==> src/rtl/lcd_fb_window.sv <==
// Framebuffer window renderer: pixel coordinates -> framebuffer reads -> composited pixel (picture/border/background).
// Latency: fb_rd_addr/fb_rd_en/frame_done 1 cycle after coordinates, pixel_data RD_LAT+2 cycles after coordinates.
// Backpressure: none; one read per active cycle, the framebuffer must accept back-to-back reads.
//
// Ports: lcd_pclk/rst_n (async active-low); pixel_xpos/pixel_ypos from the timing generator;
// scale_sel/win_en sampled at frame start; fb_rd_en/fb_rd_addr/fb_rd_data to the framebuffer read port;
// pixel_data composited output; frame_done pulses with the final issue of the last picture address.
module lcd_fb_window #(
    parameter logic [10:0]        X_START      = 11'd1,
    parameter logic [10:0]        Y_START      = 11'd1,
    parameter int                 PIC_W        = 400,
    parameter int                 PIC_H        = 300,
    parameter int                 COLOR_W      = 24,
    parameter int                 ADDR_W       = 17,
    parameter int                 RD_LAT       = 1,
    parameter int                 BORDER_W     = 2,
    parameter logic [COLOR_W-1:0] BG_COLOR     = 24'hE0FFFF,
    parameter logic [COLOR_W-1:0] BORDER_COLOR = 24'hFF0000
) (
    input  logic               lcd_pclk,
    input  logic               rst_n,
    input  logic [10:0]        pixel_xpos,
    input  logic [10:0]        pixel_ypos,
    input  logic [1:0]         scale_sel,
    input  logic               win_en,
    output logic               fb_rd_en,
    output logic [ADDR_W-1:0]  fb_rd_addr,
    input  logic [COLOR_W-1:0] fb_rd_data,
    output logic [COLOR_W-1:0] pixel_data,
    output logic               frame_done
);

    typedef enum logic [1:0] {
        CLS_BG  = 2'd0,
        CLS_BRD = 2'd1,
        CLS_PIC = 2'd2
    } cls_t;

    localparam logic [ADDR_W-1:0] LAST_ADDR = ADDR_W'(PIC_W * PIC_H - 1);

    logic              frame_start;
    logic [1:0]        sel_sh, sh_eff, sh_q, s_m1;
    logic              en_eff, en_q;
    logic [12:0]       xc, yc, x1, y1;
    logic              in_x, in_y, grow_x, grow_y, new_line;
    cls_t              cls;
    logic [10:0]       ypos_q;
    logic [ADDR_W-1:0] row_base, row_n, col, col_n, addr_n;
    logic [1:0]        sub_y, suby_n, sub_x, subx_n;
    logic              done_n;
    cls_t              cls_pipe [RD_LAT+1];

    assign frame_start = (pixel_xpos == 11'd0) && (pixel_ypos == 11'd0);
    assign new_line    = (pixel_ypos != ypos_q);

    // The frame-start pixel itself already uses the newly sampled settings.
    always_comb begin
        sel_sh = 2'd0;
        case (scale_sel)
            2'b01:   sel_sh = 2'd1;
            2'b10:   sel_sh = 2'd2;
            default: sel_sh = 2'd0;
        endcase
        sh_eff = frame_start ? sel_sh : sh_q;
        en_eff = frame_start ? win_en : en_q;
        s_m1   = 2'd0;
        case (sh_eff)
            2'd1:    s_m1 = 2'd1;
            2'd2:    s_m1 = 2'd3;
            default: s_m1 = 2'd0;
        endcase
    end

    // Extents in 13 bits so window + border never wraps; the border test adds
    // BORDER_W on the coordinate side so negative screen positions clip naturally.
    always_comb begin
        xc     = {2'b00, pixel_xpos};
        yc     = {2'b00, pixel_ypos};
        x1     = 13'(X_START) + (13'(PIC_W) << sh_eff);
        y1     = 13'(Y_START) + (13'(PIC_H) << sh_eff);
        in_x   = (xc >= 13'(X_START)) && (xc < x1);
        in_y   = (yc >= 13'(Y_START)) && (yc < y1);
        grow_x = (xc + 13'(BORDER_W) >= 13'(X_START)) && (xc < x1 + 13'(BORDER_W));
        grow_y = (yc + 13'(BORDER_W) >= 13'(Y_START)) && (yc < y1 + 13'(BORDER_W));
        cls    = CLS_BG;
        if (en_eff && in_x && in_y)
            cls = CLS_PIC;
        else if (en_eff && grow_x && grow_y)
            cls = CLS_BRD;
    end

    // Incremental address walk: row_base steps by PIC_W every S lines,
    // col steps by one every S picture cycles.
    always_comb begin
        row_n  = row_base;
        suby_n = sub_y;
        col_n  = col;
        subx_n = sub_x;
        if (frame_start || (yc >= y1)) begin
            row_n  = '0;
            suby_n = 2'd0;
            col_n  = '0;
            subx_n = 2'd0;
        end else begin
            if (new_line && in_y) begin
                if (pixel_ypos == Y_START) begin
                    row_n  = '0;
                    suby_n = 2'd0;
                end else if (sub_y == s_m1) begin
                    row_n  = row_base + ADDR_W'(PIC_W);
                    suby_n = 2'd0;
                end else begin
                    suby_n = sub_y + 2'd1;
                end
            end
            if (in_y && (pixel_xpos == X_START)) begin
                col_n  = '0;
                subx_n = 2'd0;
            end else if (cls == CLS_PIC) begin
                if (sub_x == s_m1) begin
                    col_n  = col + ADDR_W'(1);
                    subx_n = 2'd0;
                end else begin
                    subx_n = sub_x + 2'd1;
                end
            end
        end
        addr_n = row_n + col_n;
        done_n = (cls == CLS_PIC) && (addr_n == LAST_ADDR) &&
                 (subx_n == s_m1) && (suby_n == s_m1);
    end

    always_ff @(posedge lcd_pclk or negedge rst_n) begin
        if (!rst_n) begin
            sh_q       <= 2'd0;
            en_q       <= 1'b0;
            ypos_q     <= 11'd0;
            row_base   <= '0;
            sub_y      <= 2'd0;
            col        <= '0;
            sub_x      <= 2'd0;
            fb_rd_en   <= 1'b0;
            fb_rd_addr <= '0;
            frame_done <= 1'b0;
            pixel_data <= BG_COLOR;
            for (int k = 0; k <= RD_LAT; k++)
                cls_pipe[k] <= CLS_BG;
        end else begin
            sh_q       <= sh_eff;
            en_q       <= en_eff;
            ypos_q     <= pixel_ypos;
            row_base   <= row_n;
            sub_y      <= suby_n;
            col        <= col_n;
            sub_x      <= subx_n;
            fb_rd_en   <= (cls == CLS_PIC);
            frame_done <= done_n;
            if (cls == CLS_PIC)
                fb_rd_addr <= addr_n;
            // Class travels alongside the read so it meets its data.
            cls_pipe[0] <= cls;
            for (int k = 1; k <= RD_LAT; k++)
                cls_pipe[k] <= cls_pipe[k-1];
            case (cls_pipe[RD_LAT])
                CLS_PIC: pixel_data <= fb_rd_data;
                CLS_BRD: pixel_data <= BORDER_COLOR;
                default: pixel_data <= BG_COLOR;
            endcase
        end
    end

endmodule

==> config.mk <==
export PLATFORM = sky130hd
export DESIGN_NAME = lcd_fb_window
export DESIGN_NICKNAME = d
export VERILOG_FILES = /design/src/rtl/lcd_fb_window.sv
export SDC_FILE = /design/constraint.sdc
export NUM_CORES = 1
export LEC_CHECK = 0
export CAP_MARGIN = 15
export CORE_ASPECT_RATIO = 1.2
export CORE_MARGIN = 8
export CORE_UTILIZATION = 35
export CTS_BUF_LIST = sky130_fd_sc_hd__clkbuf_4 sky130_fd_sc_hd__clkbuf_8
export DETAILED_ROUTE_END_ITERATION = 10
export PLACE_DENSITY_LB_ADDON = 0.15
export SYNTH_ARGS = -nofsm -noshare
export SYNTH_HDL_FRONTEND = slang
export SYNTH_SLANG_ARGS = --single-unit
==> constraint.sdc <==
create_clock -name lcd_pclk -period 7.4 [get_ports lcd_pclk]
set_clock_uncertainty 0.2 [all_clocks]
set_input_delay 1.48 -clock lcd_pclk [delete_from_list [all_inputs] [get_ports lcd_pclk]]
set_output_delay 1.48 -clock lcd_pclk [all_outputs]
set_load 0.01 [all_outputs]
**Yosys cells after proc, flatten, opt, wreduce, memory -nomap -nowiden**

Index checks and enable logic that the tools add are counted.

- Muxes and demuxes: 23
- Add/subtract/negate cells: 11
- Reductions and logical operators: 17
- Equal/unequal tests: 15
- Shifts and indexed selects: 2
- $lt $le $gt $ge: 9

Operators by type and width:

| cell | count |
|---|---|
| $mux 17 | 8 |
| $lt 11x13->1 | 4 |
| $pmux 24 s2 | 1 |
| $add 1x13->13 const A | 2 |
| $add 13x2->13 const B | 2 |
| $shl 9x2->13 const A | 2 |
| $add 11x2->12 const B | 2 |
| $ge 12x1->1 const B | 2 |
| $eq 11x1->1 const B | 2 |
| $ge 11x1->1 const B | 2 |
| $logic_not 11->1 | 2 |
| $mux 2 | 10 |
| $add 17x1->17 const B | 1 |
| $add 17x17->17 | 1 |
| $add 17x9->17 const B | 1 |
| $eq 17x17->1 const B | 1 |
| $logic_and 1x1->1 | 14 |
| $ge 11x13->1 | 1 |
| $ne 11x11->1 | 1 |
| $eq 2x2->1 | 4 |
| $eq 2x2->1 const B | 4 |
| $pmux 2 s2 | 2 |
| $eq 2x1->1 const B | 3 |
| $add 2x1->2 const B | 2 |
| 2 further kinds | 3 |

- Register bits after elaboration: 99
- Input bits: 51
- Output and inout port bits: 43
- Word-level logic and storage cells: 90

**Depth between registers and ports, before layout**

- Depth after elaboration: 21
- Mapped depth: 29
- Gate-level depth less buffers: 27

**Worst setup path before layout**

OpenSTA, ideal clock, no wires.

- Path type: input to register
- From: in pixel_ypos[10]
- To: reg frame_done
- Buffers on the path: 2
- Data required time: 7.105 ns
- Setup slack: -0.695 ns
- Stages on the path: 25
- Arrival: 7.800 ns
- Path through: nor4_4 and4_1 buf_4 nand2_1 mux2_2 ha_1 inv_1 ha_1 a21oi_1 o211ai_1 a221oi_4 nand3_1 or4_1 clkbuf_1 or3_1 a21oi_1 ha_1 a21oi_1 a21boi_0 and3_1 a211o_1 a21oi_1 xnor2_1 or4_4 nor4b_2

- Word-level cells in the longest chain between the ends: 21

RTL lines:

| element | line | source |
|---|---|---|
| start, declared | 23 | `input logic [10:0] pixel_ypos,` |
| $logic_not 11->1 (*) | 53 | `assign frame_start = (pixel_xpos == 11'd0) && (pixel_ypos == 11'd0);` |
| $logic_and 1x1->1 (*) | 53 |  |
| $mux 2 (*) | 64 | `sh_eff = frame_start ? sel_sh : sh_q;` |
| via sh_eff[1] | 42 | `logic [1:0] sel_sh, sh_eff, sh_q, s_m1;` |
| $shl 9x2->13 | 79 | `x1 = 13'(X_START) + (13'(PIC_W) << sh_eff);` |
| $add 1x13->13 | 79 |  |
| $add 13x2->13 | 83 | `grow_x = (xc + 13'(BORDER_W) >= 13'(X_START)) && (xc < x1 + 13'(BORDER_W));` |
| $lt 11x13->1 | 83 |  |
| (+7 left out) | n/a |  |
| $mux 17 | 116 | `if (in_y && (pixel_xpos == X_START)) begin` |
| $mux 17 (*) | 99 | `if (frame_start \|\| (yc >= y1)) begin` |
| via col_n[5] | 48 | `logic [ADDR_W-1:0] row_base, row_n, col, col_n, addr_n;` |
| $add 17x17->17 (*) | 128 | `addr_n = row_n + col_n;` |
| $eq 17x17->1 (*) | 129 | `done_n = (cls == CLS_PIC) && (addr_n == LAST_ADDR) &&` |
| $logic_and 1x1->1 (*) (2 in a row) | 129 |  |
| $logic_and 1x1->1 (*) | 130 | `(subx_n == s_m1) && (suby_n == s_m1);` |
| via done_n | 50 | `logic done_n;` |
| end signal, assigned | 157 | `frame_done <= done_n;` |
| end, declared | 30 | `output logic frame_done` |

The timed path passes the listed nets; every way through them passes the cells marked *.
A chain may end at the register's enable or synchronous reset.

**Worst setup path after layout**

- From: in pixel_xpos[7]
- To: reg frame_done

- Word-level cells in the longest chain between the ends: 21

RTL lines:

| element | line | source |
|---|---|---|
| start, declared | 22 | `input logic [10:0] pixel_xpos,` |
| $logic_not 11->1 (*) | 53 |  |
| $logic_and 1x1->1 (*) | 53 |  |
| $mux 2 (*) | 64 |  |
| via sh_eff[1] | 42 |  |
| $shl 9x2->13 | 79 |  |
| $add 1x13->13 | 79 |  |
| $add 13x2->13 | 83 |  |
| $lt 11x13->1 | 83 |  |
| (+6 left out) | n/a |  |
| $mux 17 | 119 | `end else if (cls == CLS_PIC) begin` |
| $mux 17 | 116 |  |
| $mux 17 | 99 |  |
| $add 17x17->17 | 128 |  |
| $eq 17x17->1 | 129 |  |
| $logic_and 1x1->1 (2 in a row) | 129 |  |
| $logic_and 1x1->1 (*) | 130 |  |
| via done_n | 50 |  |

Marked as above.

==> results by group <==
STA
  – Final period util: 0.985
  – Final hold violations: 0
  – Fin crit period: 7290 ps
  – Slew margin rel.: 0.302
  – RSZ-0062 raised after global routing: true
  – Final-report max-slew violation count: 0
  – Slew @ Worst Pin: 1040 ps
  – Setup violations, final: 0
  – Maximum clock frequency: 137 MHz

Floorplanning
  – Core area: 0.0161 sq mm
  – Site Rows: 51
  – Die width: 133 microns
  – Num ports: 94
  – Die height: 156 microns
  – Starting Density: 0.354
  – DIE AREA: 0.0207 sq mm

Global route
  – First-pass GRT wire length: 26.8 mm
  – Met2 Usage GRT: 0.295
  – Initial antenna violation count: 0
  – Grt ovf: 0
  – Met3 Usage GRT: 0.0370
  – Pin count of the biggest net entering global routing: 63
  – Top Usage Layer GRT: met2
  – Vias in the first global route: 5,456
  – GRT Util Overall: 0.161
  – M1 GR Usage: 0.176

Pwr
  – Worst VDD drop: 0.0892 mV
  – Leakage: 0.00402 uW
  – Power Total: 1040 uW
  – Power per cell area: 122 mW/mm^2

Clock tree
  – Worst skew pair latency: 380 ps
  – CTS tree: done
  – Clock tree buffer depth: 2
  – CTS buffer count: 9
  – Root Buffer: clkbuf_8
  – Cts hold-fix bufs: 0
  – Clock sink total: 99
  – CTS H-tree depth: 3
  – CTS clk-pin slew, worst paths: 100 ps

Yosys
  – Post-synthesis sequential area ratio: 0.438
  – Share of the synthesized area in the top cell type: 0.350
  – Main flop type after synthesis: dfrtp_1
  – Synth warn: 0
  – Netlist Area Pre-Place: 0.00572 sq mm
  – Cell taking the most area after synthesis: dfrtp_1
  – Cells after synthesis: 581
  – Async SR Flop Fraction: 1.00
  – Synth top area cells: dfrtp_1 (35%), ha_1 (10%), dfstp_2 (8.7%)
  – Syn Nets: 680
  – Yosys reg bits: 99
  – Post-synth top cells: dfrtp_1 (80), nand2_1 (61), nor2_1 (57), ha_1 (47), xor2_1 (34)
  – Avg Inst Size Synth: 9.84 sq um
  – Cell variety after synth: 66
  – Count leader, synth: dfrtp_1
  – Number of synthesized flops with an enable pin: 0

Min path
  – Worst Hold Depth: 0
  – Hold/Removal Path Class: flip-flop to flip-flop
  – Hold EP: cls_pipe[0]$_DFF_PN0_
  – Hold wc startpoint: cls_pipe[2]$_DFF_PN0_

Worst setup path
  – Data required, critical path: 7490 ps
  – R2R Path End: frame_done$_DFF_PN0_
  – CP max stage cell: o311a_4
  – Worst path depth: 34
  – Slowest Stage Delay on Critical Path: 370 ps
  – Top Family by Delay on Critical Path: buffers and inverters
  – Critical path's most frequent cell: buf_4
  – Worst path buffer plus inverter count: 20
  – Crit path DAT: 7380 ps
  – Worst r2r src: sh_q[1]$_DFF_PN0_
  – Worst setup SP type: primary input
  – Crit path max fanout: 4
  – Kind of critical path: primary input to flip-flop
  – Crit path launch: pixel_xpos[7]
  – Reg2Reg Depth: 30
  – Critical Path Sink Type: flip-flop
  – Flop-to-flop setup slack: 1610 ps

Finish
  – ANT cells: 0
  – Final std cells w/o fill: 1,030
  – Final instance area: 0.00850 sq mm
  – P&R area growth vs syn: 48.7%
  – Filler cell count: 1,466
  – Final Core Density: 0.526
  – Share of cells above drive strength 1: 0.330
  – Fin nets: 912

Drt
  – # DRC: 0
  – Post-DR wirelength/cell: 16.1 microns
  – Drt via density: 4.95
  – Routed Wire Length: 16.6 mm
  – Vias: 5,095
  – TritonRoute pass-1 iters: 4
  – Initial drt markers: 270
  – DRT antenna net count: 0

Place
  – Final Wtd Congestion: 0.844
  – Port bufs: 93
  – Detail Placement HPWL: 12.5 mm
  – Placed inst area: 0.00776 sq mm
  – DP Cell Count: 984

Status
  – Status: finished clean

Run
  – Max_cap viols: 0
[worst max-delay path by stage]
stage | end | slack [ps]
6_report | frame_done$_DFF_PN0_ | 110
5_1_grt | frame_done$_DFF_PN0_ | -60
4_1_cts | frame_done$_DFF_PN0_ | 7
3_5_place_dp | frame_done$_DFF_PN0_ | -750
3_3_place_gp | frame_done$_DFF_PN0_ | -550
2_1_floorplan | frame_done$_DFF_PN0_ | 3
[layer usage]
layer / vias up / wire, microns
met5: - / 0
met4: 0 / 453
met3: 30 / 620
met2: 80 / 8850
met1: 2469 / 6680
li1: 2516 / -
[stage by stage]
step | hold slack, ps | TNS, ps | worst slack (ps)
CTS | 159 | 0 | 7.01
global route | 168 | -63.8 | -63.8
finish | 156 | 0 | 112
global placement | 141 | -1410 | -551
detailed placement | 146 | -2220 | -751
floorplan | 131 | 0 | 2.63
[power by group]
| part | internal, uW | switching, uW | total [uW] |
|---|---|---|---|
| Clock | 139 | 210 | 349 |
| Combinational | 72.2 | 67.4 | 140 |
| Sequential | 546 | 2.83 | 549 |
[registers in the layout, summed over array words and instances, names as in the netlist, 2 cells and up]
signal,count
sh_q,2
sub_y,2
fb_rd_addr,17
row_base,17
cls_pipe,4
ypos_q,11
pixel_data,24
sub_x,2
col,17
[cell type report]
cell class	count	area [sq um]	area share
Multi-Input combinational cell	441	3440	0.405
Sequential cell	99	2500	0.294
Timing Repair Buffer	234	1980	0.233
Tap cell	212	265	0.0312
Clock buffer	10	138	0.0162
Inverter	28	116	0.0137
Clock inverter	6	55.1	0.00648
[kinds of logic (layout without fill, tap and decap cells)]
| kind of cell | Yosys count | count (layout) | share of synthesized area |
|---|---|---|---|
| AOI/OAI and AO/OA | 116 | 116 | 0.141 |
| and+or+nand+nor | 216 | 216 | 0.188 |
| buffers and inverters | 41 | 278 | 0.0291 |
| adders and majority gates | 48 | 48 | 0.106 |
| xor gates and xnor gates | 54 | 54 | 0.0854 |
| DFF | 99 | 99 | 0.438 |
| muxes | 7 | 7 | 0.0134 |
[placed cells by master, fill, tap and decap left out, drive strengths merged, types with 3 or more instances in the layout]
| cell type | netlist | routed |
|---|---|---|
| a211oi | 6 | 6 |
| a21boi | 3 | 3 |
| a21o | 25 | 25 |
| a21oi | 30 | 30 |
| a31oi | 3 | 3 |
| and3 | 11 | 11 |
| and4 | 4 | 4 |
| buf | 4 | 146 |
| clkbuf | 9 | 19 |
| clkdlybuf4s15 | 0 | 3 |
| clkdlybuf4s50 | 0 | 70 |
| clkinv | 1 | 3 |
| dfrtp | 80 | 80 |
| dfstp | 19 | 19 |
| dlymetal6s2s | 0 | 4 |
| ha | 47 | 47 |
| inv | 27 | 31 |
| mux2 | 5 | 5 |
| nand2 | 61 | 61 |
| nand3 | 23 | 23 |
| nand4 | 10 | 10 |
| nor2 | 57 | 57 |
| nor2b | 4 | 4 |
| nor3 | 14 | 14 |
| nor3b | 3 | 3 |
| nor4 | 12 | 12 |
| o211ai | 5 | 5 |
| o21ai | 18 | 18 |
| o21bai | 3 | 3 |
| o311a | 3 | 3 |
| or2 | 4 | 4 |
| or3 | 3 | 3 |
| or4 | 3 | 3 |
| xnor2 | 19 | 19 |
| xor2 | 34 | 34 |
[what timing repair did]
action / in CTS / in global routing
pin swaps: 27 / 46
setup endpoints to repair: 2 / 3
setup buffers: 19 / 11
resized for setup: 51 / 82
No activity file was read; power rests on OpenSTA's default activity.
